===== src/rtl/platform_reset_sequencer.sv =====
// Platform reset sequencer: staggered release of PERST / BCM56842 / 1G PHY
// resets after PLTRST_N, plus front-panel button debounce and long-press
// reset pulse generation. Time base is the 32.768 kHz divider output.
module platform_reset_sequencer #(
    parameter int unsigned SYNC_STAGES = 2,
    parameter int unsigned PERST_DLY   = 33,
    parameter int unsigned BCM_DLY     = 33,
    parameter int unsigned G1_DLY      = 33,
    parameter int unsigned DEB_TICKS   = 655,
    parameter int unsigned HOLD_TICKS  = 131072,
    parameter int unsigned PULSE_TICKS = 3277,
    parameter int unsigned CNT_W       = 18
) (
    input  logic MCLKi,
    input  logic HARD_nRESETi,
    input  logic CLK32KHz,
    input  logic PLTRST_N,
    input  logic RstBtn_N,
    output logic RstPerst_N,
    output logic RstBcm_N,
    output logic Rst1G_N,
    output logic SeqDone,
    output logic BtnPressed,
    output logic ResetOut_ox
);

    // Zero-length intervals are stretched to one tick so every stage waits at least one tick
    localparam int unsigned PERST_EFF = (PERST_DLY   == 0) ? 1 : PERST_DLY;
    localparam int unsigned BCM_EFF   = (BCM_DLY     == 0) ? 1 : BCM_DLY;
    localparam int unsigned G1_EFF    = (G1_DLY      == 0) ? 1 : G1_DLY;
    localparam int unsigned DEB_EFF   = (DEB_TICKS   == 0) ? 1 : DEB_TICKS;
    localparam int unsigned HOLD_EFF  = (HOLD_TICKS  == 0) ? 1 : HOLD_TICKS;
    localparam int unsigned PULSE_EFF = (PULSE_TICKS == 0) ? 1 : PULSE_TICKS;

    localparam logic [CNT_W-1:0] PERST_LAST = CNT_W'(PERST_EFF - 1);
    localparam logic [CNT_W-1:0] BCM_LAST   = CNT_W'(BCM_EFF - 1);
    localparam logic [CNT_W-1:0] G1_LAST    = CNT_W'(G1_EFF - 1);
    localparam logic [CNT_W-1:0] DEB_LAST   = CNT_W'(DEB_EFF - 1);
    localparam logic [CNT_W-1:0] HOLD_LAST  = CNT_W'(HOLD_EFF - 1);
    localparam logic [CNT_W-1:0] PULSE_LAST = CNT_W'(PULSE_EFF - 1);

    typedef enum logic [2:0] {
        IDLE,
        W_PERST,
        W_BCM,
        W_1G,
        RUN
    } seq_state_t;

    typedef enum logic [1:0] {
        B_IDLE,
        B_HOLD,
        B_PULSE,
        B_WAITREL
    } btn_state_t;

    logic [SYNC_STAGES-1:0] clk_sync_q;
    logic [SYNC_STAGES-1:0] pl_sync_q;
    logic [SYNC_STAGES-1:0] btn_sync_q;
    logic                   clk_prev_q;
    logic                   tick_q;

    logic                   pl_s;
    logic                   btn_raw;

    seq_state_t             seq_state_q, seq_state_d;
    logic [CNT_W-1:0]       seq_cnt_q, seq_cnt_d;
    logic                   perst_d, bcm_d, g1_d, done_d;

    logic [CNT_W-1:0]       deb_cnt_q, deb_cnt_d;
    logic                   btn_pressed_q, btn_pressed_d;

    btn_state_t             btn_state_q, btn_state_d;
    logic [CNT_W-1:0]       btn_cnt_q, btn_cnt_d;
    logic                   rout_d;

    // Counters stick at all-ones instead of wrapping
    function automatic logic [CNT_W-1:0] sat_inc(input logic [CNT_W-1:0] v);
        return (&v) ? v : v + CNT_W'(1);
    endfunction

    assign pl_s    = pl_sync_q[SYNC_STAGES-1];
    assign btn_raw = ~btn_sync_q[SYNC_STAGES-1];

    // Input synchronizers and one-cycle tick on the synchronized 32 kHz rising edge
    always_ff @(posedge MCLKi or negedge HARD_nRESETi) begin
        if (!HARD_nRESETi) begin
            clk_sync_q <= '0;
            pl_sync_q  <= '1;
            btn_sync_q <= '1;
            clk_prev_q <= 1'b0;
            tick_q     <= 1'b0;
        end else begin
            clk_sync_q <= SYNC_STAGES'({clk_sync_q, CLK32KHz});
            pl_sync_q  <= SYNC_STAGES'({pl_sync_q, PLTRST_N});
            btn_sync_q <= SYNC_STAGES'({btn_sync_q, RstBtn_N});
            clk_prev_q <= clk_sync_q[SYNC_STAGES-1];
            tick_q     <= clk_sync_q[SYNC_STAGES-1] & ~clk_prev_q;
        end
    end

    // Sequence FSM next state; a low PLTRST_N overrides any tick or count match
    always_comb begin
        seq_state_d = seq_state_q;
        seq_cnt_d   = seq_cnt_q;
        if (!pl_s) begin
            seq_state_d = IDLE;
            seq_cnt_d   = '0;
        end else begin
            case (seq_state_q)
                IDLE: begin
                    seq_state_d = W_PERST;
                    seq_cnt_d   = '0;
                end
                W_PERST: if (tick_q) begin
                    if (seq_cnt_q == PERST_LAST) begin
                        seq_state_d = W_BCM;
                        seq_cnt_d   = '0;
                    end else begin
                        seq_cnt_d = sat_inc(seq_cnt_q);
                    end
                end
                W_BCM: if (tick_q) begin
                    if (seq_cnt_q == BCM_LAST) begin
                        seq_state_d = W_1G;
                        seq_cnt_d   = '0;
                    end else begin
                        seq_cnt_d = sat_inc(seq_cnt_q);
                    end
                end
                W_1G: if (tick_q) begin
                    if (seq_cnt_q == G1_LAST) begin
                        seq_state_d = RUN;
                        seq_cnt_d   = '0;
                    end else begin
                        seq_cnt_d = sat_inc(seq_cnt_q);
                    end
                end
                RUN:     seq_state_d = RUN;
                default: begin
                    seq_state_d = IDLE;
                    seq_cnt_d   = '0;
                end
            endcase
        end
        // Outputs follow the next state, so release order is fixed by the state order
        perst_d = (seq_state_d == W_BCM) || (seq_state_d == W_1G) || (seq_state_d == RUN);
        bcm_d   = (seq_state_d == W_1G) || (seq_state_d == RUN);
        g1_d    = (seq_state_d == RUN);
        done_d  = (seq_state_d == RUN);
    end

    // Debounce: accept a new button level after DEB ticks of continuous difference
    always_comb begin
        btn_pressed_d = btn_pressed_q;
        deb_cnt_d     = deb_cnt_q;
        if (btn_raw == btn_pressed_q) begin
            deb_cnt_d = '0;
        end else if (tick_q) begin
            if (deb_cnt_q == DEB_LAST) begin
                btn_pressed_d = btn_raw;
                deb_cnt_d     = '0;
            end else begin
                deb_cnt_d = sat_inc(deb_cnt_q);
            end
        end
    end

    // Long-press FSM next state: one fixed-width pulse per press
    always_comb begin
        btn_state_d = btn_state_q;
        btn_cnt_d   = btn_cnt_q;
        case (btn_state_q)
            B_IDLE: if (btn_pressed_q) begin
                btn_state_d = B_HOLD;
                btn_cnt_d   = '0;
            end
            B_HOLD: begin
                if (!btn_pressed_q) begin
                    btn_state_d = B_IDLE;
                    btn_cnt_d   = '0;
                end else if (tick_q) begin
                    if (btn_cnt_q == HOLD_LAST) begin
                        btn_state_d = B_PULSE;
                        btn_cnt_d   = '0;
                    end else begin
                        btn_cnt_d = sat_inc(btn_cnt_q);
                    end
                end
            end
            B_PULSE: if (tick_q) begin
                if (btn_cnt_q == PULSE_LAST) begin
                    btn_state_d = B_WAITREL;
                    btn_cnt_d   = '0;
                end else begin
                    btn_cnt_d = sat_inc(btn_cnt_q);
                end
            end
            B_WAITREL: if (!btn_pressed_q) btn_state_d = B_IDLE;
            default: begin
                btn_state_d = B_IDLE;
                btn_cnt_d   = '0;
            end
        endcase
        rout_d = (btn_state_d != B_PULSE);
    end

    // State, counter and registered output update
    always_ff @(posedge MCLKi or negedge HARD_nRESETi) begin
        if (!HARD_nRESETi) begin
            seq_state_q   <= IDLE;
            seq_cnt_q     <= '0;
            RstPerst_N    <= 1'b0;
            RstBcm_N      <= 1'b0;
            Rst1G_N       <= 1'b0;
            SeqDone       <= 1'b0;
            deb_cnt_q     <= '0;
            btn_pressed_q <= 1'b0;
            btn_state_q   <= B_IDLE;
            btn_cnt_q     <= '0;
            ResetOut_ox   <= 1'b1;
        end else begin
            seq_state_q   <= seq_state_d;
            seq_cnt_q     <= seq_cnt_d;
            RstPerst_N    <= perst_d;
            RstBcm_N      <= bcm_d;
            Rst1G_N       <= g1_d;
            SeqDone       <= done_d;
            deb_cnt_q     <= deb_cnt_d;
            btn_pressed_q <= btn_pressed_d;
            btn_state_q   <= btn_state_d;
            btn_cnt_q     <= btn_cnt_d;
            ResetOut_ox   <= rout_d;
        end
    end

    assign BtnPressed = btn_pressed_q;

endmodule


===== config.mk =====
export PLATFORM = sky130hd
export DESIGN_NAME = platform_reset_sequencer
export DESIGN_NICKNAME = d
export VERILOG_FILES = /design/src/rtl/platform_reset_sequencer.sv
export SDC_FILE = /design/constraint.sdc
export NUM_CORES = 1
export LEC_CHECK = 0
export CAP_MARGIN = 20
export CORE_UTILIZATION = 35
export CTS_CLUSTER_SIZE = 40
export DETAILED_ROUTE_END_ITERATION = 8
export SLEW_MARGIN = 10
export SYNTH_ARGS = -nofsm -noshare
export SYNTH_HDL_FRONTEND = slang
export SYNTH_SLANG_ARGS = --single-unit

===== constraint.sdc =====
create_clock -name MCLKi -period 3 [get_ports MCLKi]
set_input_delay 0.6 -clock MCLKi [delete_from_list [all_inputs] [get_ports MCLKi]]
set_output_delay 0.6 -clock MCLKi [all_outputs]
set_load 0.03 [all_outputs]

# After elaboration in Yosys (flattened, before gate mapping)

Cells that the tools add are included.

Bits in registers: 72
Input port bits: 5
Output and inout bits: 6
Word-level logic and storage cells: 93

$add $sub $neg: 3
Equality and inequality tests: 23
Multiplexer cells: 33
Bitwise logic cells: 4
Reduce and logical (&&, ||, !) cells: 15

Operators with widths:

| cell                                             | count |
|---|---|
| two-way mux 18 bit                               | 15 |
| adder 18 x 1 -> 18 bit (second input constant)   | 3 |
| one-hot mux 18 bit (3 select lines)              | 1 |
| AND reduction 18 bit                             | 3 |
| one-hot mux 18 bit (2 select lines)              | 1 |
| two-way mux 3 bit                                | 7 |
| == test 18 x 10 -> 1 bit (second input constant) | 1 |
| == test 18 x 12 -> 1 bit (second input constant) | 1 |
| == test 18 x 17 -> 1 bit (second input constant) | 1 |
| == test 18 x 6 -> 1 bit (second input constant)  | 1 |
| one-hot mux 3 bit (5 select lines)               | 1 |
| two-way mux 2 bit                                | 7 |
| == test 3 x 2 -> 1 bit (second input constant)   | 4 |
| != test 2 bit (second input constant)            | 4 |
| one-hot mux 2 bit (4 select lines)               | 1 |
| == test 3 bit (second input constant)            | 2 |
| != test 3 bit (second input constant)            | 2 |
| AND reduction 3 bit                              | 2 |
| == test 2 bit (second input constant)            | 2 |
| != test 4 bit (second input constant)            | 1 |
| AND reduction 4 bit                              | 1 |
| == test 3 x 1 -> 1 bit (second input constant)   | 1 |
| logical NOT 3 bit                                | 1 |
| logical OR 1 bit                                 | 3 |
| 10 further kinds                                 | 12 |

# Depth between registers and ports, before layout

Word-level depth: 8
Mapped depth: 8
Gate-level depth less buffers: 7

# Least setup slack after synthesis

No wires, ideal clock.

Path kind: flip-flop to flip-flop
Start: reg btn_cnt_q[8]
End: reg btn_cnt_q[10]
Library setup time: 0.137 ns
Arrival: 1.981 ns
Data required time: 2.863 ns
Path slack: 0.882 ns
Cell stages (with the launch flop): 7
Buffers on the path: 1
Period minus slack after synthesis: 2.118 ns
Cell sequence: dfrtp_1 > or4b_1 > or4_1 > o21a_1 > o21ai_4 > buf_6 > a21oi_1

Longest elaborated chain between the ends: 6
Elaborated cells between the ends (all ways): 11
Those cells by class: add/sub: 1; eq/ne: 2; mux: 7; reduce/logical: 1

Ends and longest elaborated chain:

| what                                                                  | line | RTL |
|---|---|---|
| start: declaration                                                    | 74   | `logic [CNT_W-1:0] btn_cnt_q, btn_cnt_d;` |
| start signal: assignment                                              | 232  | `btn_cnt_q <= btn_cnt_d;` |
| adder 18 x 1 -> 18 bit / AND reduction 18 bit (equally long branches) | 79   | `return (&v) ? v : v + CNT_W'(1);` |
| two-way mux 18 bit                                                    | 79   |  |
| two-way mux 18 bit                                                    | 183  | `if (btn_cnt_q == HOLD_LAST) begin` |
| two-way mux 18 bit                                                    | 182  | `end else if (tick_q) begin` |
| two-way mux 18 bit                                                    | 179  | `if (!btn_pressed_q) begin` |
| one-hot mux 18 bit (3 select lines) (*)                               | 173  | `case (btn_state_q)` |

Every way passes the cells marked *; elsewhere a longest branch is shown, timed or not. The select of a mux whose other input is x is not followed.
A chain may end at the register's enable or synchronous reset.

# Worst setup path in the final report

Start: reg btn_cnt_q[8]
End: reg btn_cnt_q[17]

The elaborated chain is that of the path after synthesis.

==> impl_results.md <==
- Outcome: finished with violations
- Failing checks: DRC
- Mux cell area share after synthesis: under 10%
- Final Max Slew Viols: 0
- Async SR Flop Fraction: 100%
- Startpoint Class: register
- Worst-Margin Slew: 905 ps
- FILL cells: roughly 1100
- Mapped Area: 0.00422 mm²
- TritonRoute pass-1 iters: 7
- Most frequent cells in the layout: dfrtp_1 (67), nand2_1 (42), a21oi_1 (40)
- # Post-CTS Setup Buffers: 0
- Sequential cell area: roughly 0.0018 mm²
- Final setup TNS: 0 ps
- Final Hold Vio Count: 0
- Syn Inst Count: ~460
- Unique cell type count in the Yosys netlist: 62
- Cells after DPL: between 600 and 700
- Crit path max fanout: 17
- Post-synthesis compound-gate area fraction: roughly a fifth
- Share of cells above drive strength 1: a little under a tenth
- Syn Area/Cell: 9.19 µm²
- Placeable Area: 0.0116 mm²
- Post-synthesis adder-cell area fraction: just under 3%
- Combinational fraction of design power: around 4.0%
- Num CTS Buffers: 9
- Skew final: about 6.9 ps
- Setup slack at placement: a little over 600 ps
- CTS resizes: 0
- Max-Cap Viols: 0
- Rel. slew slack: between 30% and 40%
- Initial DRC count: about 300
- Post-Synth XOR/XNOR Area: just over 4%
- I/O Pins: 11
- Share of the synthesized area in the top cell type: between 30% and 40%
- Worst EP arrival: 2580 ps
- Clk buf depth: 2
- Clock Pin Slew Worst Setup and Hold Paths: around 60 ps
- Die height: around 110 µm
- TritonCTS clock tree: built
- Final min period: between 2000 and 2500 ps
- Synth top area cells: dfrtp_1 (40%), a21oi_1 (4.7%), nand2_1 (3.7%)
- DP HPWL: roughly 6300 µm
- Total routed wirelength: 9330 µm
- Via count: approximately 3600
- Routed vias/inst: around 5.8
- Sw Pwr: around 0.47 mW
- DIE AREA: 0.0125 mm²
- Post-synth net total: between 400 and 500
- Hold-fix buffers, CTS: 0
- Post-Synth Simple-Gate Area: between 20% and 30%
- Drc violations: 1
- CP Class: register to register
- Final setup margin: a little over 600 ps
- Final Non-Filler Cells: approximately 600
- N_diodes: 0
- #FFs+latches synth: 72
- Sequential Power Share: a little under half
- # port buffers: 10
- Worst path cell trace: or4b_1 -> or4_1 -> o21a_1 -> o21ai_4 -> a221oi_1
- First-pass GRT wire length: ~16000 µm
- Int Power: 1.67 mW
- Antenna Nets Post-Route: 0
- Clock Latency Late Sink: approximately 330 ps
- Synth Flop Type: dfrtp_1
- GRT Util Overall: 16.3%
- Achievable Freq: between 0.4 and 0.5 GHz
- Most common cell after layout, fill and taps aside: dfrtp_1
- Initial antenna violation count: 0
- Final period utilization: 79.6%
- Leakage power: 1.83 nW
- Area Overhead vs Synth: 13.2%
- Slowest stage cell, crit path: or4b_1
- Number of enable flip-flop cells after synthesis: 0
- Multi-input gate area: ~0.0022 mm²
- Congestion Overflow GR: 0
- CP max stage delay: 530 ps
- Nets: roughly 480
- Largest family of logic cells by synthesized area: simple AND/OR/NAND/NOR gates
- Starting Density: a little over a third
- Clk root buf: clkbuf_16
- WL/cell: around 15 µm
- Worst Path Required: approximately 3200 ps
- Die Wd: 112 µm
- Setup repair after global routing missed its margin: false
- # H-tree levels: 3
- Hold Slack: 352 ps
- Leading area contributor after synthesis: dfrtp_1
- Finish-stage setup viols: 0
- Clock Sinks: between 70 and 80
- Sw frac: roughly 22%
- Peak VDD IR: around 350 µV
- Vias in the first global route: between 3000 and 4000
- Min-Delay Path Class: register to register
- Pwr per Cell Area: 449 mW/mm²
- Largest net degree at the start of global routing: 73
- Row count: 39
- Critical path endpoint category: register
- GP Congestion: 0.812
- Ys Warns: 0
- Sequential share of the synthesized area: a little over two fifths
- Clock power frac: 49.6%
worst max-delay path, delay by kind of cell (launching register included):
kind | cells | cell delay (ps)
flip-flops | 1 | 420
AND/OR/NAND/NOR | 2 | 980
AO/OA/AOI/OAI | 3 | 840
layer usage:
layer / GRT usage (%) / routed length (µm) / share of wire [%] / vias up
met5: 0 / 0 / 0 / -
met4: 5.50 / 40 / 0.43 / 0
met3: 4.03 / 298 / 3.2 / 2
met2: 26.0 / 4390 / 47 / 45
met1: 21.5 / 4600 / 49 / 1742
li1: - / - / - / 1763
synth_stat cells (9+ instances only):
cell type  instances
nor4_1            13
buf_2              9
dfrtp_1           67
clkbuf_1          10
nand3_1           29
nand4_1           20
xnor2_1           13
o21ai_0           20
nor3_1            10
a21oi_1           40
nor2_1            14
nand2_1           42
ha_1              10
inv_1             19
mux2i_1            9
and3_1            11
state kept, by name (all words and copies together) (netlist names):
signal       cells
clk_prev_q       1
RstPerst_N       1
pl_sync_q        2
seq_cnt_q       18
SeqDone          1
deb_cnt_q       18
btn_state_q      2
ResetOut_ox      1
seq_state_q      3
clk_sync_q       2
RstBcm_N         1
BtnPressed       1
btn_sync_q       2
tick_q           1
btn_cnt_q       18
power groups by stage:
stage / combinational (mW) / sequential [mW] / clock [mW]
global route: 0.100 / 0.996 / 1.15
global placement: 0.0874 / 1.01 / 0
finish: 0.0867 / 0.994 / 1.06
CTS: 0.0892 / 0.994 / 1.11
floorplan: 0.0478 / 1.01 / 0
detailed placement: 0.0889 / 1.01 / 0
metrics by stage:
step	power (mW)	cell area, µm²	util (%)
after floorplan	1.05	4220	-
after global placement	1.10	4470	38.7
after detailed placement	1.10	4470	38.7
after CTS	2.19	4770	41.3
after global routing	2.24	4770	41.3
final	2.14	4770	41.3
cell families (layout without fill, tap and decap cells):
family / after synthesis / after routing
adders and majority gates: 10 / 10
muxes: 9 / 9
AOI/OAI and AO/OA: 122 / 122
buffers and inverters: 40 / 55
and+or+nand+nor: 186 / 186
DFF: 72 / 72
xor gates and xnor gates: 20 / 20
path summary, 6_finish.rpt:
| check | startpoint | to | slack (ps) | depth (start not counted) |
|---|---|---|---|---|
| max in group asynchronous | HARD_nRESETi | deb_cnt_q[14] | 2010 | 1 |
| min in group asynchronous | HARD_nRESETi | seq_cnt_q[12] | 390 | 1 |
| worst min register to register | btn_sync_q[0] | btn_sync_q[1] | 350 | 0 |
| worst min-delay path | btn_sync_q[0] | btn_sync_q[1] | 350 | 0 |
| worst max register to register | btn_cnt_q[8] | btn_cnt_q[17] | 610 | 5 |
| worst max-delay path | btn_cnt_q[8] | btn_cnt_q[17] | 610 | 5 |
final cells by class:
cell class / instances / area share [%]
clock buffers: 11 / 5.09
clock inverters: 5 / 1.18
inverters: 19 / 1.49
multi-input cells: 347 / 47.0
flip-flops and latches: 72 / 37.9
well taps: 143 / 3.75
repair buffers: 20 / 3.62
(Power assumes the default switching activity.)
